[config.mk]
export PLATFORM = sky130hd
export DESIGN_NAME = dac_spi_tx_flat
export DESIGN_NICKNAME = d
export VERILOG_FILES = /design/src/rtl/dac_spi_tx_pkg.sv /design/src/rtl/dac_spi_tx_if.sv /design/src/rtl/dac_spi_tx_clk_gen.sv /design/src/rtl/dac_spi_tx.sv /design/src/flat_wrapper.sv
export SDC_FILE = /design/constraint.sdc
export NUM_CORES = 1
export LEC_CHECK = 0
export CAP_MARGIN = 10
export CORE_MARGIN = 8
export CORE_UTILIZATION = 50
export DETAILED_ROUTE_END_ITERATION = 8
export PLACE_DENSITY_LB_ADDON = 0.25
export SLEW_MARGIN = 10
export SYNTH_ARGS = -nofsm -noshare
export SYNTH_HDL_FRONTEND = slang
export SYNTH_SLANG_ARGS = --single-unit
[constraint.sdc]
create_clock -name clk -period 4.09 [get_ports clk]
set_input_delay 0.818 -clock clk [delete_from_list [all_inputs] [get_ports clk]]
set_output_delay 0.818 -clock clk [all_outputs]
set_load 0.02 [all_outputs]
[src/rtl/dac_spi_tx_pkg.sv]
// Shared definitions for the DAC SPI transmitter.
// Holds state encodings, frame width and the default DAC command.
package dac_spi_tx_pkg;

    localparam int FRAME_W = 16;
    localparam logic [3:0] CMD_DEFAULT = 4'h3;

    typedef enum logic [2:0] {
        S_IDLE,
        S_SETUP,
        S_SHIFT,
        S_HOLD,
        S_GAP
    } state_t;

    function automatic logic [FRAME_W-1:0] mk_frame(
        input logic [3:0] cmd,
        input logic [7:0] code
    );
        return {cmd, code, 4'b0000};
    endfunction

    function automatic int max3(input int a, input int b, input int c);
        int m;
        m = (a > b) ? a : b;
        return (m > c) ? m : c;
    endfunction

endpackage

[src/rtl/dac_spi_tx_if.sv]
// Request/status and SPI pin bundle of the DAC transmitter.
interface dac_spi_tx_if;

    logic       start;
    logic [7:0] data;
    logic       busy;
    logic       done;
    logic [7:0] drop_cnt;
    logic       sclk;
    logic       mosi;
    logic       cs_n;

    modport master (
        output start, data,
        input  busy, done, drop_cnt, sclk, mosi, cs_n
    );

    modport slave (
        input  start, data,
        output busy, done, drop_cnt, sclk, mosi, cs_n
    );

endinterface

[src/rtl/dac_spi_tx_clk_gen.sv]
// SCLK divider: CLK_DIV cycles per half-period, idle low when disabled.
// rise/fall flag the cycle at whose end sclk toggles.
module dac_spi_tx_clk_gen #(
    parameter int CLK_DIV = 4
) (
    input  logic clk,
    input  logic reset,
    input  logic en,
    output logic sclk,
    output logic rise,
    output logic fall
);

    localparam int DW = (CLK_DIV > 1) ? $clog2(CLK_DIV) : 1;
    localparam logic [DW-1:0] LAST = DW'(CLK_DIV - 1);

    logic [DW-1:0] cnt;
    logic          wrap;

    assign wrap = en && (cnt == LAST);
    assign rise = wrap && !sclk;
    assign fall = wrap && sclk;

    always_ff @(posedge clk) begin
        if (reset || !en) begin
            cnt  <= '0;
            sclk <= 1'b0;
        end else begin
            cnt <= wrap ? '0 : cnt + 1'b1;
            if (wrap) sclk <= !sclk;
        end
    end

endmodule

[src/rtl/dac_spi_tx.sv]
// SPI master for the diode-bias DAC: 16-bit {CMD,code,0000} frames,
// mode 0, with a one-deep pending slot where the newest code wins.
module dac_spi_tx
    import dac_spi_tx_pkg::*;
#(
    parameter int         CLK_DIV  = 4,
    parameter int         CS_SETUP = 2,
    parameter int         CS_HOLD  = 2,
    parameter int         CS_GAP   = 4,
    parameter logic [3:0] CMD      = CMD_DEFAULT
) (
    input logic         clk,
    input logic         reset,
    dac_spi_tx_if.slave bus
);

    localparam int PMAX = max3(CS_SETUP, CS_HOLD, CS_GAP);
    localparam int PW   = (PMAX > 1) ? $clog2(PMAX) : 1;

    state_t             state, state_n;
    logic [PW-1:0]      pcnt, pcnt_n;
    logic [3:0]         bidx, bidx_n;
    logic [FRAME_W-1:0] shreg, shreg_n;
    logic               pend_vld, pend_vld_n;
    logic [7:0]         pend, pend_n;
    logic [7:0]         drops, drops_n;
    logic               cs_q, cs_d;
    logic               busy_q, busy_d;
    logic               done_q, done_d;
    logic               sclk, rise, fall;
    logic               ph_last, launch;

    dac_spi_tx_clk_gen #(.CLK_DIV(CLK_DIV)) u_clk_gen (
        .clk  (clk),
        .reset(reset),
        .en   (state == S_SHIFT),
        .sclk (sclk),
        .rise (rise),
        .fall (fall)
    );

    assign ph_last =
        (state == S_SETUP && pcnt == PW'(CS_SETUP - 1)) ||
        (state == S_HOLD  && pcnt == PW'(CS_HOLD - 1))  ||
        (state == S_GAP   && pcnt == PW'(CS_GAP - 1));

    // GAP exit launches either the incoming code or the pending one
    assign launch =
        (state == S_IDLE && bus.start) ||
        (state == S_GAP && ph_last && (bus.start || pend_vld));

    always_ff @(posedge clk) begin
        if (reset) begin
            state    <= S_IDLE;
            pcnt     <= '0;
            bidx     <= '0;
            shreg    <= '0;
            pend_vld <= 1'b0;
            pend     <= '0;
            drops    <= '0;
            cs_q     <= 1'b1;
            busy_q   <= 1'b0;
            done_q   <= 1'b0;
        end else begin
            state    <= state_n;
            pcnt     <= pcnt_n;
            bidx     <= bidx_n;
            shreg    <= shreg_n;
            pend_vld <= pend_vld_n;
            pend     <= pend_n;
            drops    <= drops_n;
            cs_q     <= cs_d;
            busy_q   <= busy_d;
            done_q   <= done_d;
        end
    end

    // bidx counts rises and wraps to 0 on the 16th, so fall at 0 ends bit0
    always_comb begin
        state_n = state;
        unique case (state)
            S_IDLE:  if (bus.start) state_n = S_SETUP;
            S_SETUP: if (ph_last) state_n = S_SHIFT;
            S_SHIFT: if (fall && bidx == 4'd0) state_n = S_HOLD;
            S_HOLD:  if (ph_last) state_n = S_GAP;
            S_GAP:   if (ph_last) state_n = launch ? S_SETUP : S_IDLE;
            default: state_n = S_IDLE;
        endcase
    end

    always_comb begin
        pcnt_n     = (state_n == state) ? pcnt + 1'b1 : '0;
        bidx_n     = (state == S_SHIFT) ? bidx + {3'd0, rise} : 4'd0;
        shreg_n    = shreg;
        cs_d       = cs_q;
        busy_d     = busy_q;
        done_d     = 1'b0;
        pend_vld_n = pend_vld;
        pend_n     = pend;
        drops_n    = drops;
        if (launch) begin
            shreg_n = mk_frame(CMD, bus.start ? bus.data : pend);
            cs_d    = 1'b0;
            busy_d  = 1'b1;
        end else if (fall) begin
            shreg_n = {shreg[FRAME_W-2:0], 1'b0};
        end else if (state == S_HOLD && ph_last) begin
            cs_d   = 1'b1;
            done_d = 1'b1;
        end else if (state == S_GAP && ph_last) begin
            busy_d = 1'b0;
        end
        if (launch) begin
            pend_vld_n = 1'b0;
        end else if (bus.start) begin
            pend_vld_n = 1'b1;
            pend_n     = bus.data;
        end
        if (bus.start && state != S_IDLE && pend_vld && drops != 8'hFF)
            drops_n = drops + 8'd1;
    end

    assign bus.busy     = busy_q;
    assign bus.done     = done_q;
    assign bus.drop_cnt = drops;
    assign bus.sclk     = sclk;
    assign bus.mosi     = shreg[FRAME_W-1];
    assign bus.cs_n     = cs_q;

endmodule

[src/flat_wrapper.sv]
// flat-port wrapper written by rule: the top's interface ports become plain ports
module dac_spi_tx_flat import dac_spi_tx_pkg::*;
#(
    parameter int         CLK_DIV  = 4,
    parameter int         CS_SETUP = 2,
    parameter int         CS_HOLD  = 2,
    parameter int         CS_GAP   = 4,
    parameter logic [3:0] CMD      = CMD_DEFAULT
)
  (clk, reset, bus_start, bus_data, bus_busy, bus_done, bus_drop_cnt, bus_sclk, bus_mosi, bus_cs_n);
  dac_spi_tx_if bus_i ();
  input logic clk;
  input logic reset;
  input wire logic [$bits(bus_i.start)-1:0] bus_start;
  input wire logic [$bits(bus_i.data)-1:0] bus_data;
  output wire logic [$bits(bus_i.busy)-1:0] bus_busy;
  output wire logic [$bits(bus_i.done)-1:0] bus_done;
  output wire logic [$bits(bus_i.drop_cnt)-1:0] bus_drop_cnt;
  output wire logic [$bits(bus_i.sclk)-1:0] bus_sclk;
  output wire logic [$bits(bus_i.mosi)-1:0] bus_mosi;
  output wire logic [$bits(bus_i.cs_n)-1:0] bus_cs_n;
  assign bus_i.start = bus_start;
  assign bus_i.data = bus_data;
  assign bus_busy = bus_i.busy;
  assign bus_done = bus_i.done;
  assign bus_drop_cnt = bus_i.drop_cnt;
  assign bus_sclk = bus_i.sclk;
  assign bus_mosi = bus_i.mosi;
  assign bus_cs_n = bus_i.cs_n;
  dac_spi_tx #(.CLK_DIV(CLK_DIV), .CS_SETUP(CS_SETUP), .CS_HOLD(CS_HOLD), .CS_GAP(CS_GAP), .CMD(CMD)) u_core (.clk(clk), .reset(reset), .bus(bus_i));
endmodule
* Word-level counts from Yosys, hierarchy flattened
Cells that the tools add are included.
** Word-level totals
- Register bits after elaboration :: 44
- Output and inout bits :: 13
** Operators by class
- $add $sub $neg :: 4
- Eq/ne operators :: 11
- Muxes and demuxes :: 18
- Bitwise operators :: 2
- Reductions and logical operators :: 34
** Operator list (number)
- two-way mux 14 bit :: 2
- two-way mux 3 bit :: 5
- one-hot mux 3 bit (5 select lines) :: 1
- logical AND 1 bit :: 14
- two-way mux 1 bit :: 9
- adder 8 x 1 -> 8 bit, second input constant :: 1
- two-way mux 8 bit :: 1
- != test 8 bit, second input constant :: 1
- OR reduction 2 bit :: 4
- == test 3 x 2 -> 1 bit, second input constant :: 2
- nonzero test 2 bit :: 3
- logical OR 1 bit :: 5
- adder 2 x 1 -> 2 bit, second input constant :: 2
- adder 4 x 1 -> 4 bit :: 1
- == test 2 bit, second input constant :: 2
- zero test 4 bit :: 1
- == test 3 x 1 -> 1 bit, second input constant :: 1
- == test 3 bit :: 1
- == test 3 bit, second input constant :: 1
- zero test 3 bit :: 1
- AND reduction 3 bit :: 1
- nonzero test 3 bit :: 1
- OR reduction 3 bit :: 1
- == test 2 x 1 -> 1 bit, second input constant :: 1
- other kinds (5) :: 7

* Longest topological paths before layout
Gate-level depths: netlist of run 1.
- Depth in word-level cells :: 13
- Mapped depth :: 8
- Depth with buffers taken out :: 8

* Modules after synthesis
Synthesis of run 1 repeated with hierarchy kept, for this count alone.
** Second synthesis, totals
- Cell total of the unflattened synthesis :: 204
- Area, all modules :: 1999.4 um^2
** By module, submodules not included
- dac_spi_tx :: times used 1, cells an instance 192, area each 1881.8 um^2, seq. area each 820.8 um^2
- dac_spi_tx_clk_gen :: times used 1, cells an instance 12, area each 117.6 um^2, seq. area each 60.1 um^2

* Worst setup path before layout of run 1
Ideal clock, no wire load.
- Path type :: input to register
- Start point :: input bus_start
- End point :: register u_core.shreg[10]
- Setup time :: 0.135 ns
- Data arrival time :: 1.751 ns
- Path slack :: 2.204 ns
- Stages on the path :: 6
- Path buffers :: 2
- Path through :: a21oi_1 -> or4_4 -> buf_6 -> clkbuf_1 -> nand3_1 -> a21oi_2
** Between the ends
- Word-level cells in the longest chain between the ends :: 4
- Elaborated cells on any way between the ends :: 7
- Those cells by class :: mux (2); reduce/logical (5)
** RTL lines
- from (decl) :: line flat_wrapper.sv:14 : input wire logic [$bits(bus_i.start)-1:0] bus_start;
- logical OR 1 bit :: line dac_spi_tx.sv:50 : (state == S_GAP && ph_last && (bus.start || pend_vld));
- logical AND 1 bit :: line dac_spi_tx.sv:50
- logical OR 1 bit :: line dac_spi_tx.sv:49 : (state == S_IDLE && bus.start) ||
- two-way mux 14 bit / nonzero test 2 bit (equally long branches)
- to (signal assigned) :: line dac_spi_tx.sv:68 : shreg <= shreg_n;
- to (decl) :: line dac_spi_tx.sv:23 : logic [FRAME_W-1:0] shreg, shreg_n;
Parallel ways exist; a longest one is shown, timed or not.
A chain may end at the register's enable or synchronous reset.

* Final worst setup path of run 1
- Start point :: input bus_start
- End point :: register u_core.drops[5] (netlist: u_core.bus.drop_cnt[5])
** Between the ends
- Word-level cells in the longest chain between the ends :: 3
** RTL lines
- logical AND 1 bit (3 in series) :: line dac_spi_tx.sv:119 : if (bus.start && state != S_IDLE && pend_vld && drops != 8'hFF)
- to (signal assigned) :: line dac_spi_tx.sv:71 : drops <= drops_n;
- to (decl) :: line dac_spi_tx.sv:26 : logic [7:0] drops, drops_n;
Every way passes these cells.

==> results of run 1 <==
==> registers in the layout, indices dropped and copies added (netlist names) <==
name and flops:
u_core.shreg 12, u_core.bus.drop_cnt 8, u_core.pend 8, u_core.bidx 4, u_core.state 3, u_core.pcnt 2, u_core.u_clk_gen.cnt 2, u_core.bus.busy 1
u_core.bus.cs_n 1, u_core.bus.done 1, u_core.pend_vld 1, u_core.u_clk_gen.sclk 1
==> metal layers <==
metal	routed length [µm]	share of wire	global-route usage	vias up
li1	-	-	-	776
met1	1760	0.48	0.151	712
met2	1670	0.45	0.199	37
met3	201	0.055	0.0444	5
met4	54	0.015	0.0556	0
met5	0	0	0	-
==> power by group through the flow <==
stage          clock [µW]  combinational (µW)  sequential [µW]
2_1_floorplan           0                89.1              477
3_3_place_gp            0                 106              481
3_5_place_dp            0                 109              482
4_1_cts               287                 109              472
5_1_grt               304                 120              475
6_report              278                 108              472
==> per-stage QoR <==
step | util | hold WS (ns) | instance area [µm²] | power, µW | setup slack (ns)
after floorplan | - | 0.404 | 1930 | 566 | 2.20
after global placement | 0.582 | 0.412 | 2150 | 587 | 1.07
after detailed placement | 0.582 | 0.420 | 2150 | 590 | 1.06
after CTS | 0.607 | 0.430 | 2240 | 868 | 1.37
after global routing | 0.607 | 0.452 | 2240 | 900 | 1.25
final | 0.607 | 0.426 | 2240 | 859 | 1.39
==> cells by family (layout without fill, tap and decap cells) <==
| logic type | count (synthesis) | after routing | share of synthesized area |
|---|---|---|---|
| DFF | 44 | 44 | 0.457 |
| AOI/OAI and AO/OA | 42 | 42 | 0.153 |
| muxes | 12 | 12 | 0.0623 |
| buffers and inverters | 20 | 38 | 0.0532 |
| and+or+nand+nor | 75 | 75 | 0.204 |
| xor gates and xnor gates | 7 | 7 | 0.0318 |
| adders and majority gates | 6 | 6 | 0.0389 |
==> how the worst max path moves through the flow <==
stage / startpoint / endpoint / slack (ns)
finish: bus_start / u_core.bus.drop_cnt[5] / 1.39
floorplan: bus_start / u_core.shreg[10] / 2.20
detailed placement: bus_start / u_core.bus.drop_cnt[5] / 1.06
global placement: bus_start / u_core.bus.drop_cnt[5] / 1.07
global route: bus_start / u_core.bus.drop_cnt[5] / 1.25
CTS: bus_start / u_core.bus.drop_cnt[5] / 1.37
==> layout make-up <==
| cell class | count | share of cell area |
|---|---|---|
| clock buffer | 6 | 0.0369 |
| inverter | 6 | 0.0101 |
| tap | 48 | 0.0268 |
| timing repair buffer | 24 | 0.106 |
| multi-input combinational | 142 | 0.422 |
| clock inverter | 2 | 0.00447 |
| sequential | 44 | 0.394 |
==> cells in the final DEF (no fill, tap or decap), types with 5 or more instances in the layout <==
master           count
a211oi_1             9
a21oi_1             12
a2bb2oi_1            7
clkbuf_8             6
clkdlybuf4s50_1     23
dfxtp_1             44
ha_1                 6
inv_1                6
mux2i_1             12
nand2_1              5
nand3_1             12
nor2_1              26
nor3_1              12
==> results.ini, run 1 <==
[power]
p_int_uw = 640
p_leak_uw = 0.000827
clkPwrFrac = 0.324
p_comb_frac = 0.126
powerDensity_nw_per_um2 = 384
switching_share = 0.254
seqPwrFrac = 0.550
switching_power_uw = 218
irDropWorstVdd_uv = 196

[clocking]
cts_setup_buffers = 0
clk_pin_slew_ns = 0.08
htree_levels = 2
cts.hold.buffers_added = 0
root_buffer = clkbuf_8
ctsResizeCount = 0
cts_made_buffers = 5
ctsLongestPathBuffers = 2
cts_tree = yes
clk_latency_ns = 0.30
cts_sinks = 44

[status]
status = finished clean

[sta]
tightestPinTransition_ns = 0.760
rsz0062_at_grt = no
fin_skew_ns = 0.00967
final_hold_viol_count = 0
finalCritPeriodShare = 0.660
relSlewSlack = 0.489
drv_slew = 0
timing.fmax_mhz = 370
min_period_ns = 2.70
setup_viol = 0
fin_tns_setup_ns = 0

[route]
wirelength_um = 3690
routed_via_density = 5.63
ant_nets = 0
wire_per_inst_um = 13.6
drtIter0Drc = 139
drcViolationCount = 0
drt_first_pass_iters = 4
vias = 1530

[synth]
ys_seq_elements = 44
synth_cell_types = 39
ys_warn_count = 0
synthTopCellsByArea = dfxtp_1, mux2i_1, nor2_1, ha_1, a211oi_1
synth-main-ff-cell = dfxtp_1
ys_seq_area_frac = 0.457
synth_edf_count = 0
synth_top_cell_by_area = dfxtp_1
syn_avg_cell_area_um2 = 9.36
netlist_area_um2 = 1930
yosysMostFrequentCell = dfxtp_1
syn_nets = 223
synthCells = 206
async_flop_share = 0
synth_top_area_frac = 0.457
synthTopCellsByCount = dfxtp_1, nor2_1

[job]
drv_cap = 0

[final_layout]
fin_nets = 240
num_antenna_cells = 0
final_cells = 272
regArea_um2 = 881
area_delta_synth_final_pct = 16.1
multi_input_area_um2 = 945
drive_gt1_frac = 0.0714
n_fill_cell = 326

[min_path]
worstHoldPathCells = 1
hold_path_end = u_core.u_clk_gen.cnt[0]
hp-class = reg2reg
min_from = u_core.u_clk_gen.cnt[0]

[floorplan]
die_area_um2 = 6100
die_h_um = 78.1
row_count = 22
dieWidth_um = 78.1
coreArea_um2 = 3690
start_util = 0.523
boundaryPins = 24

[worst_setup_path]
ff2ff_path_depth = 5
reg2reg_slack_ns = 2.21
end_kind = register
r2r_start = u_core.pcnt[0]
critPathSlowestCell = clkdlybuf4s50_1
r2r_end = u_core.pcnt[1]
cp.buffers_inverters = 1
critPathMaxStageDelay_ns = 0.87
crit_fanout = 12
cp_top_family = buffers and inverters
path_cells = clkdlybuf4s50_1 -> o311ai_1 -> a21o_1 -> or4_1 -> a21oi_1
worstPathArrival_ns = 2.94
cp.depth = 5
cp.required_ns = 4.33
critPathKind = in2reg
critPathLaunchType = primary input

[placement]
place_inst = 264
io_buffers = 23
hpwl_um = 2580
gp_congestion = 0.862

[global_route]
grt_overflow = 0
grt_usage = 0.126
antenna_found_initial = 0
grt_max_degree = 35
grt_pass1_vias = 1412
grt_first_pass_wirelength_um = 6430

Note: power is estimated with default switching activity, not from simulation.
==> run 2, diff against run 1 <==
--- a/config.mk
+++ b/config.mk
@@ -7,7 +7,7 @@
 export LEC_CHECK = 0
 export CAP_MARGIN = 10
 export CORE_MARGIN = 8
-export CORE_UTILIZATION = 50
+export CORE_UTILIZATION = 49
 export DETAILED_ROUTE_END_ITERATION = 8
 export PLACE_DENSITY_LB_ADDON = 0.25
 export SLEW_MARGIN = 10
==> constraint.sdc (replaced) <==
create_clock -name clk -period 2.2 [get_ports clk]
set_input_delay 0.44 -clock clk [delete_from_list [all_inputs] [get_ports clk]]
set_output_delay 0.44 -clock clk [all_outputs]
set_load 0.02 [all_outputs]
==> results.ini, run 2 (same netlist as run 1, synthesis figures left out) <==
[worst_setup_path]
critPathMaxStageDelay_ns = 0.64
cp.required_ns = 1.76
cp_top_family = buffers and inverters
worstPathArrival_ns = 1.38
reg2reg_slack_ns = 0.46
cp.buffers_inverters = 1
path_cells = clkdlybuf4s50_1
critPathLaunchType = register
end_kind = output port
crit_fanout = 6
critPathSlowestCell = clkdlybuf4s50_1
cp.depth = 1
critPathKind = reg2out
ff2ff_path_depth = 6

[floorplan]
start_util = 0.496
coreArea_um2 = 3880
dieWidth_um = 78.7
die_h_um = 78.7
row_count = 23
boundaryPins = 24
die_area_um2 = 6200

[final_layout]
regArea_um2 = 881
n_fill_cell = 366
num_antenna_cells = 0
area_delta_synth_final_pct = 19.0
largest_reg_flops = 12
multi_input_area_um2 = 945
drive_gt1_frac = 0.0877
layout_common_cells = dfxtp_1, nor2_1, clkdlybuf4s50_1
layout_commonest_cell = dfxtp_1
fin_nets = 245
regMostFlops = u_core.shreg

[route]
drcViolationCount = 0
routed_via_density = 5.38
wire_per_inst_um = 13.1
drt_first_pass_iters = 4
met3WireLength_um = 140
ant_nets = 0
drtIter0Drc = 50
route.met2.wl_um = 1640
top_layer_used = met4
vias = 1496
wl_met1_um = 1780
wirelength_um = 3650

[clocking]
clk_latency_ns = 0.30
cts_tree = yes
ctsLongestPathBuffers = 2
cts_sinks = 44
cts_made_buffers = 5
htree_levels = 2
ctsResizeCount = 0
clk_pin_slew_ns = 0.08
root_buffer = clkbuf_8
cts.hold.buffers_added = 0
cts_setup_buffers = 0

[placement]
gp_congestion = 0.776
hpwl_um = 2500
io_buffers = 23

[min_path]
worstHoldPathCells = 1
hp-class = reg2reg

[sta]
tightestPinTransition_ns = 0.647
timing.fmax_mhz = 551
min_period_ns = 1.82
drv_slew = 0
finalCritPeriodShare = 0.826
final_hold_viol_count = 0
rsz0062_at_grt = no
relSlewSlack = 0.562
whs_ns = 0.427
fin_skew_ns = 0.00413
setup_viol = 0
fin_tns_setup_ns = 0

[global_route]
antenna_found_initial = 0
grt_first_pass_wirelength_um = 5980
grt_max_degree = 34
grt_overflow = 0
grt_usage = 0.120
grt_pass1_vias = 1392

[status]
status = finished clean

[power]
irDropWorstVdd_uv = 595
powerDensity_nw_per_um2 = 712
p_leak_uw = 0.000854

[job]
drv_cap = 0

==> run 2: layout make-up <==
cell class	instances	area share
repair buffers	29	0.125
well taps	50	0.0273
clock buffers	7	0.0420
flip-flops and latches	44	0.384
multi-input cells	142	0.412
inverters	6	0.00981
==> run 2: per-stage QoR <==
stage | utilization | instances | worst slack [ns] | area, µm² | power, µW
after floorplan | - | 206 | 0.480 | 1930 | 1050
after global placement | 0.566 | 271 | 0.130 | 2200 | 1110
after detailed placement | 0.566 | 271 | 0.114 | 2200 | 1110
after CTS | 0.591 | 278 | 0.371 | 2290 | 1660
after global routing | 0.591 | 278 | 0.304 | 2290 | 1710
final | 0.591 | 278 | 0.384 | 2290 | 1630
==> run 2: per-layer routing <==
layer / track usage / vias up
li1: - / 785
met1: 0.142 / 682
met2: 0.187 / 21
met3: 0.0327 / 8
met4: 0.0796 / 0
met5: 0 / -
==> run 2: path summary, 6_finish.rpt <==
check,from,to
setup / recovery,u_core.bus.drop_cnt[3],bus_drop_cnt[3]
setup reg to reg,u_core.pcnt[0],u_core.shreg[10]
hold / removal,u_core.u_clk_gen.cnt[0],u_core.u_clk_gen.cnt[0]
hold reg to reg,u_core.u_clk_gen.cnt[0],u_core.u_clk_gen.cnt[0]
==> run 2: power by group <==
group          internal, µW  switching [µW]  total [µW]
Sequential              844            32.4         876
Combinational           109             108         217
Clock                   280             261         541
Total                  1230             401        1630
==> run 3, diff against run 2 <==
==> constraint.sdc (replaced) <==
create_clock -name clk -period 1.6 [get_ports clk]
set_input_delay 0.32 -clock clk [delete_from_list [all_inputs] [get_ports clk]]
set_output_delay 0.32 -clock clk [all_outputs]
set_load 0.02 [all_outputs]
==> results.ini, run 3 (same netlist as run 1, synthesis figures left out) <==
[power]
p_leak_uw = 0.00103
irDropWorstVdd_uv = 633
powerDensity_nw_per_um2 = 888

[route]
drt_first_pass_iters = 4
drtIter0Drc = 68
wirelength_um = 4010
ant_nets = 0
routed_via_density = 5.38
vias = 1613
drcViolationCount = 0
wire_per_inst_um = 13.4

[clocking]
root_buffer = clkbuf_8
cts_setup_buffers = 0
ctsLongestPathBuffers = 2
cts_made_buffers = 5
cts.hold.buffers_added = 0
htree_levels = 2
cts_sinks = 44
cts_tree = yes
clk_latency_ns = 0.29
clk_pin_slew_ns = 0.07

[worst_setup_path]
critPathMaxStageDelay_ns = 0.61
worstPathArrival_ns = 1.24
cp.buffers_inverters = 1
crit_fanout = 2
end_kind = output port
critPathKind = reg2out
path_cells = clkdlybuf4s50_1
critPathSlowestCell = clkdlybuf4s50_1
cp_top_family = buffers and inverters
critPathLaunchType = register
cp.required_ns = 1.28

[placement]
pre_cts_ws_ns = -0.361
gp_congestion = 0.770
place_inst = 291
io_buffers = 23
hpwl_um = 2780

[final_layout]
n_fill_cell = 352
regMostFlops = u_core.shreg
final_util = 0.652
num_antenna_cells = 0
layout_common_cells = dfxtp_1, nor2_1, buf_4, clkdlybuf4s50_1
fin_nets = 266
largest_reg_flops = 12
drive_gt1_frac = 0.220
area_delta_synth_final_pct = 31.3
final_cells = 300
layout_commonest_cell = dfxtp_1

[global_route]
grt_usage = 0.129
grt_pass1_vias = 1524
antenna_found_initial = 0
grt_max_degree = 34
grt_overflow = 0
grt_first_pass_wirelength_um = 6530

[sta]
tightestPinTransition_ns = 0.538
timing.fmax_mhz = 641
finalCritPeriodShare = 0.975
rsz0062_at_grt = yes
fin_skew_ns = 0.00768
setup_viol = 0
min_period_ns = 1.56
fin_ws_ns = 0.0401
relSlewSlack = 0.632
final_hold_viol_count = 0
drv_slew = 0

[floorplan]
row_count = 23
dieWidth_um = 78.7
start_util = 0.496
coreArea_um2 = 3880
boundaryPins = 24
die_h_um = 78.7
die_area_um2 = 6200

[job]
drv_cap = 0

[min_path]
hp-class = reg2reg

[status]
status = finished clean

## run 3: cell count changes in the layout (fill, tap and decap cells not counted), sizes merged
cell and change:
dlygate4sd2 +8, clkinv +1, clkbuf +1, dlymetal6s2s +2
clkdlybuf4s50 -10, buf +20
## run 3: report_power, final
group / switching [µW] / internal (µW) / leakage [µW] / total [µW]
clock: 354 / 307 / 0.0000422 / 661
combinational: 180 / 206 / 0.000625 / 386
sequential: 42.9 / 1160 / 0.000363 / 1200
## run 3: final cells by class
type                    count  area [µm²]  share of cell area
repair buffers             50         470               0.186
well taps                  50        62.6              0.0247
clock inverters             1        5.00             0.00198
multi-input cells         142        1000               0.396
inverters                   6        22.5             0.00889
clock buffers               7        76.3              0.0301
flip-flops and latches     44         893               0.353
## run 3: metrics by stage
step | TNS (ns) | hold slack (ns) | power (µW) | cell area [µm²]
global placement | -7.35 | 0.417 | 1580 | 2390
finish | 0 | 0.429 | 2250 | 2530
floorplan | 0 | 0.404 | 1450 | 1960
CTS | 0 | 0.433 | 2250 | 2470
detailed placement | -8.11 | 0.422 | 1590 | 2390
global route | -0.0195 | 0.439 | 2350 | 2530
## run 3: final timing paths
kind / startpoint / endpoint / slack, ns / cells past startpoint
setup / recovery: u_core.shreg[15] / bus_mosi / 0.04 / 1
hold / removal: u_core.u_clk_gen.cnt[0] / u_core.u_clk_gen.cnt[0] / 0.43 / 1
setup reg to reg: u_core.pcnt[1] / u_core.shreg[8] / 0.06 / 6
hold reg to reg: u_core.u_clk_gen.cnt[0] / u_core.u_clk_gen.cnt[0] / 0.43 / 1
## run 3: repair_timing
action	in CTS	in global routing
cloned	0	1
endpoints found under the setup margin	18	20
pin swaps	0	2
gates resized for setup	9	11
## run 3: metal layers
metal / share of wire / routed length, µm / global-route usage / vias up
li1: - / - / - / 826
met4: 0.0075 / 30 / 0.0556 / 0
met1: 0.47 / 1880 / 0.154 / 757
met5: 0 / 0 / 0 / -
met3: 0.039 / 158 / 0.0384 / 3
met2: 0.48 / 1940 / 0.210 / 27
